===== src/rtl/flash_loader_pkg.sv =====
// Shared types and constants for the boot-time flash-to-cache loader.
package flash_loader_pkg;

  typedef enum logic [2:0] {
    POWER_WAIT,
    IDLE,
    SEND,
    READ,
    WRITE,
    WAIT_CACHE,
    DONE
  } state_e;

  typedef logic [3:0] strobe_t;

  localparam logic [7:0] FLASH_CMD_READ = 8'h03;
  localparam int SPI_ADDR_BITS = 24;
  localparam int SPI_CMD_BITS = 8 + SPI_ADDR_BITS;
  localparam strobe_t STROBE_ALL = 4'b1111;

  function automatic logic [31:0] place_byte(
    input logic [31:0] w,
    input logic [1:0]  idx,
    input logic [7:0]  b
  );
    logic [31:0] r;
    r = w;
    r[{idx, 3'b000} +: 8] = b;
    return r;
  endfunction

endpackage


===== src/rtl/flash_loader_if.sv =====
// Cache front-end write port driven by the loader until boot completes.
interface flash_loader_if;
  import flash_loader_pkg::*;

  logic [31:0] cache_address;
  logic [31:0] cache_data_in;
  strobe_t     cache_write_enable;
  logic        cache_busy;

  modport master (
    output cache_address,
    output cache_data_in,
    output cache_write_enable,
    input  cache_busy
  );

  modport slave (
    input  cache_address,
    input  cache_data_in,
    input  cache_write_enable,
    output cache_busy
  );

endinterface


===== src/rtl/flash_spi_shifter.sv =====
// SPI mode-0 bit engine: one bit per two clk cycles, TX MSB-first, RX MSB-first.
module flash_spi_shifter
  import flash_loader_pkg::*;
#(
  parameter int N = SPI_CMD_BITS
) (
  input  logic         clk,
  input  logic         rst,
  input  logic         load_i,
  input  logic [N-1:0] tx_i,
  input  logic         go_i,
  input  logic         tx_mode_i,
  output logic         bit_done_o,
  output logic [7:0]   rx_o,
  output logic         flash_clk_o,
  output logic         flash_mosi_o,
  input  logic         flash_miso_i
);

  logic [N-1:0] sh_q, sh_d;
  logic [7:0]   rx_q, rx_d;
  logic         ph_q, ph_d;
  logic         sclk_q, sclk_d;
  logic         mosi_q, mosi_d;

  always_ff @(posedge clk or posedge rst) begin
    if (rst) begin
      sh_q   <= '0;
      rx_q   <= '0;
      ph_q   <= 1'b0;
      sclk_q <= 1'b0;
      mosi_q <= 1'b0;
    end else begin
      sh_q   <= sh_d;
      rx_q   <= rx_d;
      ph_q   <= ph_d;
      sclk_q <= sclk_d;
      mosi_q <= mosi_d;
    end
  end

  always_comb begin
    sh_d   = sh_q;
    rx_d   = rx_q;
    ph_d   = ph_q;
    sclk_d = sclk_q;
    mosi_d = mosi_q;
    if (load_i) begin
      sh_d = tx_i;
      ph_d = 1'b0;
    end else if (go_i) begin
      ph_d = ~ph_q;
      if (tx_mode_i) begin
        if (!ph_q) begin
          sclk_d = 1'b0;
          mosi_d = sh_q[N-1];
          sh_d   = sh_q << 1;
        end else begin
          sclk_d = 1'b1;
        end
      end else begin
        // Receive: rise, then sample on the cycle the clock falls.
        if (!ph_q) begin
          sclk_d = 1'b1;
        end else begin
          sclk_d = 1'b0;
          rx_d   = {rx_q[6:0], flash_miso_i};
        end
      end
    end
  end

  assign bit_done_o   = go_i & ph_q;
  assign rx_o         = {rx_q[6:0], flash_miso_i};
  assign flash_clk_o  = sclk_q;
  assign flash_mosi_o = mosi_q;

endmodule


===== src/rtl/flash_loader.sv =====
// Copies a flash image (READ 0x03) into the cache as little-endian words.
module flash_loader
  import flash_loader_pkg::*;
#(
  parameter int unsigned STARTUP_WAIT = 1_000_000,
  parameter logic [SPI_ADDR_BITS-1:0] FLASH_ADDR = 24'h000000,
  parameter logic [31:0] CACHE_ADDR = 32'h0000_0000,
  parameter logic [31:0] TRANSFER_BYTES = 32'h0020_0000
) (
  input  logic           clk,
  input  logic           rst,
  input  logic           start,
  output logic           flash_clk,
  output logic           flash_mosi,
  output logic           flash_cs,
  input  logic           flash_miso,
  flash_loader_if.master cache,
  output logic           busy,
  output logic           done
);

  state_e      state_q, state_d;
  logic [31:0] cnt_q, cnt_d;
  logic [5:0]  bits_q, bits_d;
  logic [1:0]  idx_q, idx_d;
  logic [31:0] word_q, word_d;
  logic [31:0] rem_q, rem_d;
  logic        cs_q, cs_d;
  logic [31:0] addr_q, addr_d;
  logic [31:0] data_q, data_d;
  strobe_t     we_q, we_d;

  logic        load, go, tx_mode, bit_done;
  logic [7:0]  rx;

  flash_spi_shifter #(
    .N (SPI_CMD_BITS)
  ) u_shifter (
    .clk          (clk),
    .rst          (rst),
    .load_i       (load),
    .tx_i         ({FLASH_CMD_READ, FLASH_ADDR}),
    .go_i         (go),
    .tx_mode_i    (tx_mode),
    .bit_done_o   (bit_done),
    .rx_o         (rx),
    .flash_clk_o  (flash_clk),
    .flash_mosi_o (flash_mosi),
    .flash_miso_i (flash_miso)
  );

  always_ff @(posedge clk or posedge rst) begin
    if (rst) begin
      state_q <= POWER_WAIT;
      cnt_q   <= '0;
      bits_q  <= '0;
      idx_q   <= '0;
      word_q  <= '0;
      rem_q   <= TRANSFER_BYTES;
      cs_q    <= 1'b1;
      addr_q  <= CACHE_ADDR;
      data_q  <= '0;
      we_q    <= '0;
    end else begin
      state_q <= state_d;
      cnt_q   <= cnt_d;
      bits_q  <= bits_d;
      idx_q   <= idx_d;
      word_q  <= word_d;
      rem_q   <= rem_d;
      cs_q    <= cs_d;
      addr_q  <= addr_d;
      data_q  <= data_d;
      we_q    <= we_d;
    end
  end

  always_comb begin
    state_d = state_q;
    cnt_d   = cnt_q;
    bits_d  = bits_q;
    idx_d   = idx_q;
    word_d  = word_q;
    rem_d   = rem_q;
    cs_d    = cs_q;
    addr_d  = addr_q;
    data_d  = data_q;
    we_d    = we_q;
    load    = 1'b0;
    go      = 1'b0;
    tx_mode = 1'b0;
    unique case (state_q)
      POWER_WAIT: begin
        if (cnt_q == 32'(STARTUP_WAIT - 1)) state_d = IDLE;
        else cnt_d = cnt_q + 32'd1;
      end
      IDLE, DONE: begin
        if (start) begin
          cs_d    = 1'b0;
          load    = 1'b1;
          bits_d  = 6'(SPI_CMD_BITS);
          rem_d   = TRANSFER_BYTES;
          addr_d  = CACHE_ADDR;
          idx_d   = '0;
          state_d = SEND;
        end
      end
      SEND: begin
        go      = 1'b1;
        tx_mode = 1'b1;
        if (bit_done) begin
          bits_d = bits_q - 6'd1;
          if (bits_q == 6'd1) begin
            bits_d  = 6'd8;
            idx_d   = '0;
            state_d = READ;
          end
        end
      end
      READ: begin
        go = 1'b1;
        if (bit_done) begin
          bits_d = bits_q - 6'd1;
          if (bits_q == 6'd1) begin
            bits_d = 6'd8;
            word_d = place_byte(word_q, idx_q, rx);
            idx_d  = idx_q + 2'd1;
            if (idx_q == 2'd3) begin
              data_d  = place_byte(word_q, idx_q, rx);
              we_d    = STROBE_ALL;
              state_d = WRITE;
            end
          end
        end
      end
      WRITE: state_d = WAIT_CACHE;
      WAIT_CACHE: begin
        // SPI clock is parked low here; the flash simply pauses its stream.
        if (!cache.cache_busy) begin
          we_d  = '0;
          rem_d = rem_q - 32'd4;
          if (rem_q == 32'd4) begin
            cs_d    = 1'b1;
            state_d = DONE;
          end else begin
            addr_d  = addr_q + 32'd4;
            state_d = READ;
          end
        end
      end
      default: state_d = POWER_WAIT;
    endcase
  end

  assign flash_cs                 = cs_q;
  assign cache.cache_address      = addr_q;
  assign cache.cache_data_in      = data_q;
  assign cache.cache_write_enable = we_q;
  assign busy = (state_q == SEND) || (state_q == READ)
             || (state_q == WRITE) || (state_q == WAIT_CACHE);
  assign done = (state_q == DONE);

endmodule


===== src/flat_wrapper.sv =====
// flat-port wrapper written by rule: the top's interface ports become plain ports
module flash_loader_flat import flash_loader_pkg::*;
#(
  parameter int unsigned STARTUP_WAIT = 1_000_000,
  parameter logic [SPI_ADDR_BITS-1:0] FLASH_ADDR = 24'h000000,
  parameter logic [31:0] CACHE_ADDR = 32'h0000_0000,
  parameter logic [31:0] TRANSFER_BYTES = 32'h0020_0000
)
  (clk, rst, start, flash_clk, flash_mosi, flash_cs, flash_miso, busy, done, cache_cache_address, cache_cache_data_in, cache_cache_write_enable, cache_cache_busy);
  flash_loader_if cache_i ();
  input  logic clk;
  input  logic rst;
  input  logic start;
  output logic flash_clk;
  output logic flash_mosi;
  output logic flash_cs;
  input  logic flash_miso;
  output logic busy;
  output logic done;
  output wire logic [$bits(cache_i.cache_address)-1:0] cache_cache_address;
  output wire logic [$bits(cache_i.cache_data_in)-1:0] cache_cache_data_in;
  output wire logic [$bits(cache_i.cache_write_enable)-1:0] cache_cache_write_enable;
  input wire logic [$bits(cache_i.cache_busy)-1:0] cache_cache_busy;
  assign cache_cache_address = cache_i.cache_address;
  assign cache_cache_data_in = cache_i.cache_data_in;
  assign cache_cache_write_enable = cache_i.cache_write_enable;
  assign cache_i.cache_busy = cache_cache_busy;
  flash_loader #(.STARTUP_WAIT(STARTUP_WAIT), .FLASH_ADDR(FLASH_ADDR), .CACHE_ADDR(CACHE_ADDR), .TRANSFER_BYTES(TRANSFER_BYTES)) u_core (.clk(clk), .rst(rst), .start(start), .flash_clk(flash_clk), .flash_mosi(flash_mosi), .flash_cs(flash_cs), .flash_miso(flash_miso), .cache(cache_i), .busy(busy), .done(done));
endmodule

===== config.mk =====
export PLATFORM = sky130hd
export DESIGN_NAME = flash_loader_flat
export DESIGN_NICKNAME = d
export VERILOG_FILES = /design/src/rtl/flash_loader_pkg.sv /design/src/rtl/flash_loader_if.sv /design/src/rtl/flash_spi_shifter.sv /design/src/rtl/flash_loader.sv /design/src/flat_wrapper.sv
export SDC_FILE = /design/constraint.sdc
export NUM_CORES = 1
export LEC_CHECK = 0
export CAP_MARGIN = 30
export CORE_UTILIZATION = 59
export CTS_CLUSTER_SIZE = 8
export DETAILED_ROUTE_END_ITERATION = 10
export HOLD_SLACK_MARGIN = 0.05
export PLACE_DENSITY = 0.87
export SETUP_SLACK_MARGIN = 0.15
export SLEW_MARGIN = 15
export SYNTH_ARGS = -nofsm -noshare
export SYNTH_HDL_FRONTEND = slang
export SYNTH_HIERARCHICAL = 1
export SYNTH_SLANG_ARGS = --single-unit

===== constraint.sdc =====
create_clock -name clk -period 6.5 [get_ports clk]
set_input_delay 0.975 -clock clk [delete_from_list [all_inputs] [get_ports clk]]
set_output_delay 0.975 -clock clk [all_outputs]
set_load 0.05 [all_outputs]

# Word-level counts from Yosys, hierarchy flattened
# Index checks and enable logic that the tools add are counted.
# op_classes
n_shift,2
bitwise,5
add_sub_neg,6
muxes,50
n_reduce_logical,26
n_eq_ne,22
# op_table
operator,n
$mux W32,9
$pmux W32 S2,2
$add A32 B1 Y32 const B,1
$add A32 B3 Y32 const B,1
$bwmux W32,1
$eq A32 B20 Y1 const B,1
$eq A32 B3 Y1 const B,1
$shift A8 B7 Y32 const A,1
$shiftx A8 B7 Y32,1
$sub A32 B3 Y32 const B,1
$mux W3,9
$reduce_and A4 Y1,5
$mux W6,3
$ne A2 B1 Y1 const B,9
$pmux W3 S6,1
$mux W4,4
$mux W1,12
$pmux W6 S2,1
$reduce_and A3 Y1,4
$mux W2,5
$reduce_bool A2 Y1,5
$eq A3 B3 Y1 const B,3
$pmux W4 S2,1
$reduce_and A8 Y1,1
other kinds (19),29
# word_totals
out_inout_bits,73
reg_bits,218
word_cells,126
inputBits,5

# Longest topological paths before layout
# depth
word_depth,6
ltp_mapped,13
depth_no_buf,9

# By module
# The synthesis kept the hierarchy.
# modules_own_cells
module,cells_per_inst,seq_area_each_um2,n_inst,area_per_inst_um2
flash_loader,837,4031.4,1,8245.4
flash_spi_shifter,203,1051.0,1,1911.8

# Worst setup path before layout
# OpenSTA, ideal clock, no wires.
# synth_path
kind,flip-flop to output port
start,reg u_core.state_q[0]
end,out busy
required_time_ns,5.525
arrival_ns,1.669
setup_slack_ns,3.856
path_buffers,1
path_stages_with_launch,6
cell_sequence,dfrtp_1 -> inv_1 -> ha_1 -> clkbuf_1 -> nor3_1 -> a21oi_1
# synth_via
elab_chain_len,4
elab_cells_between_ends,7
cone_classes,eq/ne (4); reduce/logical (3)
# synth_rtl
element,line_no,rtl
from (decl),flash_loader.sv:22,"state_e state_q, state_d;"
from (signal assigned),flash_loader.sv:65,state_q <= state_d;
$eq A3 B2 Y1,flash_loader.sv:159,assign busy = (state_q == SEND) || (state_q == READ)
$logic_or A1 B1 Y1,flash_loader.sv:159,
$logic_or A1 B1 Y1,flash_loader.sv:160,|| (state_q == WRITE) || (state_q == WAIT_CACHE);
$logic_or A1 B1 Y1 *,flash_loader.sv:160,
to (decl),flat_wrapper.sv:18,output logic busy;
# Every way passes the cells marked *; elsewhere a longest branch is shown, timed or not.

# Worst setup path in the final report
# layout_path
start,reg u_core.state_q[1]
end,out busy
# Same word-level chain as after synthesis.

==> metrics <==
# hold bufs at CTS=0; switching power total=roughly 1.6 mW; critical path peak fanout=10; Worst EP arrival=~2600 ps; Final Max Tran Viols=0; EDFF count, synth=0; TritonCTS buffer count=29; yosys warns=6; DP HPWL=about 14000 um; multi-input logic area=about 0.0048 sq mm; CP peak stage delay=~850 ps; clk buf depth=3; internal power=2.786 mW; Synth Area per Inst=9.767 sq um; Resize count post-CTS=0; Vias/cell=slightly above 6; RSZ-0062 raised after global routing=no; relative slew slack=between 30% and 40%; clock slew at reported path FFs=about 50 ps; CP Launch Type=flip-flop; met2 Usage GRT=a little over two fifths; Reg area=0.005082 sq mm; Max Cap Viol=0; r2r setup slk=around 3100 ps; register area share after synthesis=approximately 50%; I/O Pins=approximately 80; M3 GR Usage=about 3.9%; Hold Vio Cnt, Final=0; predominant post-synthesis flop cell=dfrtp_1; worst path required time=approximately 5500 ps; later-pin clock latency in the skew report=approximately 520 ps; Leakage Power=about 5.0 nW; Setup CP Type=flip-flop to output port; die extent in y=between 100 and 150 um; total grt overflow=0; Filler cells=between 1000 and 1500; outcome=finished clean; Slew @ Worst Pin=just over 1000 ps; CTS tree=done; Die W=around 130 um; full die area=0.01774 sq mm; DRC viols=0; worst hold stages=2; Pre-antenna DRT Iters=5; Final #Nets=1142; DP Area=roughly 0.011 sq mm; initial antenna violation count=0; # port buffers=75; CP max stage cell=clkdlybuf4s50_1; clk sinks=203; average wire per standard cell=16.77 um; PD cells=370.6 mW/mm^2; most used routing layer=met2; Syn Inst Count=between 1000 and 1500; Initial Utilization=around 61%; global placement routability congestion=0.8460; final setup TNS=0 ps; drt total wl=22650 um; Design Area, Final=between 0.01 and 0.015 sq mm; ANT nets after route=0; clock share of power=29.5%; final worst path period share=about 55%; CTS H-Tree Depth=1; via count=between 8000 and 9000; first-pass GRT wire length=around 38000 um; Layout area overhead=17.02%; Total GRT Usage=26.23%; HP Class=flip-flop to flip-flop; clock root buffer master=clkbuf_16; Antenna Cells=0; row cnt=47; worst-path cell chain=inv_1 > ha_1 > nor2_1 > a21oi_1 > clkdlybuf4s50_1; post-synthesis register bit count=around 200; met1 usage in global routing=between 30% and 40%; Async SR Flop Fraction=between 90% and 100%; layout cells sized above 1=under 10%; Setup Viol. Count Final=0; endpoint class of the critical path=output port; mapped cell area=about 0.010 sq mm; post-CTS setup buffers=0; drt initial violations=656; fmax=approximately 280 MHz; Core Box Area=0.01670 sq mm; worst vdd ir=0.2668 mV; FF-to-FF path depth=10; Final min period=3576 ps; sequential share of power=between 30% and 40%; Clock Skews=about 12 ps; distinct cell type count of the synthesized netlist=a little over 70; Comb pwr share=between 30% and 40%; vias in the first global route=7884; Sw Ratio=36.75%; pin count of the biggest net entering global routing=64
-- path summary, 6_finish.rpt --
kind | from | to
hold / removal | u_core/cache.cache_data_in[13] | u_core/cache.cache_data_in[13]
setup / recovery | u_core/state_q[1] | busy
hold reg to reg | u_core/cache.cache_data_in[13] | u_core/cache.cache_data_in[13]
max in group asynchronous | rst | u_core/cache.cache_address[3]
min in group asynchronous | rst | u_core/cnt_q[15]
setup reg to reg | u_core/state_q[0] | u_core/cache.cache_data_in[31]
-- power groups by stage --
stage | clock [mW] | sequential, mW | combinational (mW)
after floorplan | 0 | 1.66 | 1.08
after global placement | 0 | 1.73 | 1.27
after detailed placement | 0 | 1.73 | 1.33
after CTS | 1.33 | 1.72 | 1.35
after global routing | 1.38 | 1.76 | 1.52
final | 1.30 | 1.73 | 1.37
-- layout make-up --
type	instances	share of cell area (%)
Clock buffer	39	6.421
Clock inverter	1	0.06316
Inverter	23	0.7684
Multi-Input combinational cell	776	40.16
Sequential cell	203	42.76
Tap cell	220	2.316
Timing Repair Buffer	89	7.516
-- sequential cells by signal, summed over array words and instances (netlist names) --
name	cells
u_core/u_shifter/ph_q	1
u_core/word_q	24
u_core/cnt_q	32
u_core/bits_q	6
u_core/u_shifter/flash_mosi_o	1
u_core/idx_q	2
u_core/rem_q	30
u_core/state_q	3
u_core/cache.cache_address	30
u_core/cache.cache_write_enable	1
u_core/u_shifter/sh_q	32
u_core/u_shifter/flash_clk_o	1
u_core/cache.cache_data_in	32
u_core/u_shifter/rx_q	7
u_core/flash_cs	1
-- logic make-up after synthesis --
logic type	Yosys count	share of synthesized area (%)
buffers and inverters	93	4.201
other	2	0.07394
adders and majority gates	15	1.848
AOI/OAI and AO/OA	248	16.42
muxes	20	2.131
xor gates and xnor gates	43	3.708
and+or+nand+nor	416	21.58
DFF	203	50.04
-- worst max-delay path, delay by kind of cell, from the launching register on --
kind | cells | cell delay (ps)
buffers and inverters | 2 | 950
and+or+nand+nor | 1 | 120
DFF | 1 | 410
AOI/OAI and AO/OA | 1 | 230
adders and majority gates | 1 | 370
-- cell usage after synthesis, types with 12 or more instances --
cell type | count | area [sq um]
dfrtp_1 | 201 | 5030
nand2_1 | 169 | 634.4
a21oi_1 | 67 | 335.3
o21ai_0 | 46 | 230.2
nor2_1 | 42 | 157.7
clkbuf_1 | 35 | 131.4
a22o_1 | 32 | 280.3
nor2b_1 | 32 | 200.2
o211ai_1 | 31 | 232.7
xnor2_1 | 30 | 262.8
o31ai_1 | 24 | 180.2
inv_1 | 23 | 86.33
nand4_1 | 23 | 143.9
or4_1 | 23 | 172.7
nand3_1 | 19 | 95.09
nor4_1 | 19 | 118.9
nand2b_1 | 17 | 106.4
ha_1 | 15 | 187.7
buf_2 | 14 | 70.07
xor2_1 | 13 | 113.9
nor3_1 | 12 | 60.06
-- metal layers --
metal	vias up	share of wire [%]
met1	4043	44
met3	35	5.4
met2	258	49
met4	0	1.4
li1	3867	-
met5	-	0
-- through the flow --
stage | setup WS (ps) | hold slack [ps] | total power, mW | util, % | instances
after CTS | 2955 | 479.7 | 4.398 | 71.10 | 1349
final | 2924 | 474.7 | 4.405 | 71.17 | 1351
after global routing | 2802 | 496.1 | 4.658 | 71.17 | 1351
after floorplan | 1180 | 446.1 | 2.742 | - | 1072
after global placement | 2976 | 462.4 | 2.997 | 66.11 | 1306
after detailed placement | 2924 | 469.4 | 3.065 | 66.48 | 1309
-- placed cells by master, fill, tap and decap left out, types with 15 or more instances in the layout --
cell type | synthesis | routed
dfrtp_1 | 201 | 201
clkbuf_16 | 0 | 29
nand4_1 | 23 | 23
ha_1 | 15 | 15
o31ai_1 | 24 | 24
xnor2_1 | 30 | 30
nand2b_1 | 17 | 17
nor2_1 | 42 | 42
conb_1 | 2 | 34
nand3_1 | 19 | 19
clkdlybuf4s50_1 | 0 | 75
a21oi_1 | 67 | 66
nor2b_1 | 32 | 32
nand2_1 | 169 | 169
o211ai_1 | 31 | 31
or4_1 | 23 | 23
inv_1 | 23 | 22
a22o_1 | 32 | 32
o21ai_0 | 46 | 46
nor4_1 | 19 | 19
Power figures use the tool's default switching activity.
